## src/rtl/unidade_controle_jogo.sv

```systemverilog
// unidade_controle_jogo
// Moore FSM that sequences the memory-game datapath: counter, ROM, key register and
// comparator. Each new key press is registered and compared with the ROM word at the
// current address. A match advances the address. A mismatch, or a match at the last
// address, ends the round.
//
// Optional macro TIMEOUT_EN: when defined, a round ends in FIM_TIMEOUT after
// TIMEOUT_CICLOS cycles in ESPERA without a press. When undefined, db_timeout is tied to 0.
//
// Ports
//   clock      in   system clock, rising edge
//   reset      in   asynchronous reset, active low
//   iniciar    in   start / restart request (level)
//   chaves     in   raw one-hot key inputs [3:0]
//   igual      in   comparator result: registered keys == ROM word
//   fimC       in   address counter at last address
//   zeraC      out  clear address counter
//   contaC     out  increment address counter
//   zeraR      out  clear key register
//   registraR  out  load key register
//   pronto     out  round finished
//   acertou    out  round finished with every play correct
//   errou      out  round finished on a wrong play or timeout
//   db_jogada  out  one-cycle key-press pulse (combinational, debug)
//   db_timeout out  round finished by timeout
//   db_estado  out  state code [3:0]
//
// state       | meaning
// ------------+------------------------------------------
// INICIAL     | idle after reset, waiting for iniciar
// PREPARACAO  | clear address counter and key register
// ESPERA      | waiting for a new key press
// REGISTRA    | load the pressed keys into the key register
// COMPARACAO  | sample the comparator
// PROXIMO     | advance to the next address
// FIM_ACERTOU | round won
// FIM_ERROU   | round lost on a wrong play
// FIM_TIMEOUT | round lost, no press in time

module unidade_controle_jogo #(
   parameter int TIMEOUT_CICLOS = 5000
) (
   input  logic       clock,
   input  logic       reset,
   input  logic       iniciar,
   input  logic [3:0] chaves,
   input  logic       igual,
   input  logic       fimC,
   output logic       zeraC,
   output logic       contaC,
   output logic       zeraR,
   output logic       registraR,
   output logic       pronto,
   output logic       acertou,
   output logic       errou,
   output logic       db_jogada,
   output logic       db_timeout,
   output logic [3:0] db_estado
);

   typedef enum logic [3:0] {
      INICIAL     = 4'h0,
      PREPARACAO  = 4'h1,
      ESPERA      = 4'h2,
      REGISTRA    = 4'h4,
      COMPARACAO  = 4'h5,
      PROXIMO     = 4'h6,
      FIM_ACERTOU = 4'hA,
      FIM_TIMEOUT = 4'hD,
      FIM_ERROU   = 4'hE
   } estado_t;

   estado_t estado, proximo;
   logic    ativo, prev, jogada;
   logic    expirou;

   assign ativo  = |chaves;
   assign jogada = ativo & ~prev;

   always_ff @(posedge clock or negedge reset) begin
      if (!reset) begin
         estado <= INICIAL;
         prev   <= 1'b0;
      end else begin
         estado <= proximo;
         prev   <= ativo;
      end
   end

`ifdef TIMEOUT_EN
   localparam int CW = $clog2(TIMEOUT_CICLOS + 1);
   logic [CW-1:0] cnt;

   always_ff @(posedge clock or negedge reset) begin
      if (!reset)
         cnt <= '0;
      else if (estado == ESPERA && proximo == ESPERA)
         cnt <= cnt + 1'b1;
      else
         cnt <= '0;
   end

   assign expirou = (cnt == CW'(TIMEOUT_CICLOS - 1));
`else
   assign expirou = 1'b0;
`endif

   always_comb begin
      proximo = INICIAL;
      case (estado)
         INICIAL:    proximo = iniciar ? PREPARACAO : INICIAL;
         PREPARACAO: proximo = ESPERA;
         // A press in the same cycle as the timeout takes priority.
         ESPERA: begin
            if (jogada)       proximo = REGISTRA;
            else if (expirou) proximo = FIM_TIMEOUT;
            else              proximo = ESPERA;
         end
         REGISTRA:   proximo = COMPARACAO;
         COMPARACAO: begin
            if (!igual)     proximo = FIM_ERROU;
            else if (fimC)  proximo = FIM_ACERTOU;
            else            proximo = PROXIMO;
         end
         PROXIMO:    proximo = ESPERA;
         FIM_ACERTOU,
         FIM_ERROU,
         FIM_TIMEOUT: proximo = iniciar ? PREPARACAO : estado;
         default:    proximo = INICIAL;
      endcase
   end

   always_comb begin
      zeraC      = 1'b0;
      contaC     = 1'b0;
      zeraR      = 1'b0;
      registraR  = 1'b0;
      pronto     = 1'b0;
      acertou    = 1'b0;
      errou      = 1'b0;
      db_timeout = 1'b0;
      case (estado)
         PREPARACAO:  begin zeraC = 1'b1; zeraR = 1'b1; end
         REGISTRA:    registraR = 1'b1;
         PROXIMO:     contaC = 1'b1;
         FIM_ACERTOU: begin pronto = 1'b1; acertou = 1'b1; end
         FIM_ERROU:   begin pronto = 1'b1; errou = 1'b1; end
`ifdef TIMEOUT_EN
         FIM_TIMEOUT: begin pronto = 1'b1; errou = 1'b1; db_timeout = 1'b1; end
`endif
         default: ;
      endcase
   end

   assign db_jogada = jogada;
   assign db_estado = estado;

endmodule

```

## config.mk

```make
export PLATFORM = sky130hd
export DESIGN_NAME = unidade_controle_jogo
export DESIGN_NICKNAME = d
export VERILOG_FILES = /design/src/rtl/unidade_controle_jogo.sv
export SDC_FILE = /design/constraint.sdc
export NUM_CORES = 1
export LEC_CHECK = 0
export ABC_AREA = 1
export CORE_AREA = 2 2 39 41
export DETAILED_ROUTE_END_ITERATION = 8
export DIE_AREA = 0 0 41 43
export PLACE_DENSITY = 0.66
export SYNTH_ARGS = -nofsm -noshare
export SYNTH_HDL_FRONTEND = slang
export SYNTH_SLANG_ARGS = --single-unit
```

## constraint.sdc

```tcl
create_clock -name clock -period 1.2 [get_ports clock]
set_input_delay 0.24 -clock clock [delete_from_list [all_inputs] [get_ports clock]]
set_output_delay 0.24 -clock clock [all_outputs]
set_load 0.005 [all_outputs]
```

==> results.md <==
* RSZ-0062 raised after global routing: yes
* DPL Wire Length at just under 900 um
* Final setup fails at 15
* Die W at just over 40 um
* Gate power share at 0.743
* Avg WL per Cell at 13.1 um
* Syn avg cell area at 6.58 um^2
* Mapped cell area at between 300 and 400 um^2
* Share of cells above drive strength 1 at 0.730
* Final min period at between 1000 and 1500 ps
* Crit path max-delay cell type: dfrtp_1
* Area Overhead vs Synth at 193%
* Clock Tree Buf Depth at 2
* Static Leak at between 0.6 and 0.7 nW
* DRT Pass-1 Iters at 5
* Port-buffer cells at 20
* Vias in the first global route at about 650
* Max_cap viols at 0
* Clock skew at 2.10 ps
* Synth area leaders: dfrtp_1 (33%), nand2_1 (11%), inv_1 (8.9%), nand3_1 (7.9%), nor2_1 (7.9%)
* Iteration-0 DRC Markers at 2
* Synth Register Bits at 5
* DRC Markers at 0
* Worst-path fanout max at 4
* Area of the die at 1760 um^2
* Clock power share at 0.111
* CP Cell Sequence: buf_6, inv_8, buf_6, nor3_4, buf_2
* Final #Nets at 136
* Final cycle utilization of the critical path at 1.23
* Max Freq at slightly below 700 MHz
* CP peak stage delay at 390 ps
* Vias per inst at roughly 4.5
* Hold WC Path Type: input port to asynchronous set/reset pin
* Largest net degree at the start of global routing at 6
* Cell mode on critical path: buf_6
* Status: finished with violations
* Final Max Slew Viols at 0
* Commonest non-fill, non-tap cell in the layout: buf_4
* GRT Residual Overflow at 0
* Arr. time, crit path at about 1200 ps
* Psw at 0.000670 W
* IO Pins at 22
* Core ar. at approximately 1400 um^2
* CTS sink cnt at 5
* Initial antenna violation count at 0
* CP Class: flop to output pin
* Gate Count Post-Synth at 58
* P_int at 0.00112 W
* Initial core utilization at 0.276
* Critical Path Source: db_estado[0]$_DFFE_PN0P_
* Cell variety after synth at 15
* Flop pwr share at 0.147
* Switching share of total power at 0.374
* Total CTS buffers at 3
* Top-area cell type share of the netlist area at 0.328
* Post-synthesis sequential area ratio at 0.328
* Via count at ~640
* Ant. Diodes at 0
* First-pass GRT wire length at between 2 and 3 mm
* DRT Wirelength at between 1.5 and 2 mm
* Total Routing Usage GR at 0.238
* Vert. Die Dim at about 43 um
* Antenna-violating nets left at 0
* Clk root buf: clkbuf_4
* Syn Nets at between 60 and 70
* Failing checks: negative setup slack
* Most frequent cells in the layout: buf_4 (28), buf_6 (24), nand2_1 (6)
* Crit path capture type: output pin
* H-tree Lvls at 1
* PnR worst setup slack at -270 ps
* Worst-path clk slew at ~40 ps
* Placer Congestion at roughly 0.73
* CTS tree: yes
* Hold_ws at 212 ps
* Largest area contributor in the synthesized netlist: dfrtp_1
* Reg2Reg Launch Point: db_estado[0]$_DFFE_PN0P_
* PwrDens at ~1600 nW/um^2
* Warnings, synthesis at 0
* Final hold viol count at 0
* CP Launch Type: flop
* Total Neg Setup Slack at -2260 ps
* Clock Latency Late Sink at about 240 ps
* Worst VDD drop at around 0.94 mV
* FP Rows at 14
* Critical path required time at 960 ps
[state kept, by name, indices dropped and copies added, names as in the netlist]
name       count
db_estado      4
prev           1
[power groups by stage]
stage | Sequential [W] | Clock, W | Combinational (W)
final | 0.000262 | 0.000198 | 0.00133
after CTS | 0.000254 | 0.000202 | 0.00118
after floorplan | 0.000245 | 0 | 0.000288
after global routing | 0.000265 | 0.000211 | 0.00140
after global placement | 0.000279 | 0 | 0.000553
after detailed placement | 0.000278 | 0 | 0.000570
[synth_stat cells, drive strengths merged]
master and n:
nand4 1, o211ai 2, nor2 11, nand3 7
dfrtp 5, inv 12, conb 1, nor3 2
buf 3, nand2 14
[worst max-delay path, delay by kind of cell, from the launching register on]
kind | cells | cell delay (ps)
buffers and inverters | 4 | 420
and+or+nand+nor | 1 | 170
DFF | 1 | 390
[stage by stage]
stage	instance area (um^2)	setup WS, ps	utilization	power, W	instances
2_1_floorplan	387	38.1	-	0.000534	58
3_3_place_gp	712	-454	0.514	0.000832	108
3_5_place_dp	712	-470	0.514	0.000848	108
4_1_cts	1020	-288	0.737	0.00164	138
5_1_grt	1120	-323	0.807	0.00188	142
6_report	1120	-270	0.807	0.00179	142
[per-layer routing]
layer	routed length, um	vias up	track usage
met5	0	-	0
met4	46	0	0.0867
met3	75	4	0.0524
met2	1050	26	0.419
met1	692	294	0.256
li1	-	312	-
[worst paths after layout]
kind                                       endpoint  slack [ps]  cells past startpoint
max                                           zeraR        -270                      5
min reg2reg                db_estado[1]$_DFFE_PN0P_         700                      5
min                                  prev$_DFF_PN0_         210                      1
min in group clock                   prev$_DFF_PN0_         520                      5
max in group asynchronous  db_estado[3]$_DFFE_PN0P_         790                      1
max reg2reg                db_estado[0]$_DFFE_PN0P_        -140                      9
[what timing repair did]
| item | 4_1_cts | 5_1_grt |
|---|---|---|
| cloned | 0 | 0 |
| hold buffers | 0 | 0 |
| endpoints found under the setup margin | 16 | 15 |
| pin swaps | 17 | 14 |
| gates resized for setup | 86 | 28 |
| setup buffers | 30 | 11 |
[layout make-up]
| cell class | count | area (um^2) |
|---|---|---|
| Clock buffer | 4 | 26.3 |
| Fill cell | 87 | 267 |
| Inverter | 12 | 55.1 |
| Multi-Input combinational cell | 38 | 295 |
| Sequential cell | 5 | 129 |
| Tap cell | 16 | 20.0 |
| Timing Repair Buffer | 67 | 592 |
[cells by family after synthesis]
family,count (synthesis),share of synthesized area
AO/OA/AOI/OAI,2,0.0393
buffers and inverters,15,0.177
flip-flops,5,0.328
other,1,0.00983
AND/OR/NAND/NOR,35,0.446
(Power assumes the default switching activity.)
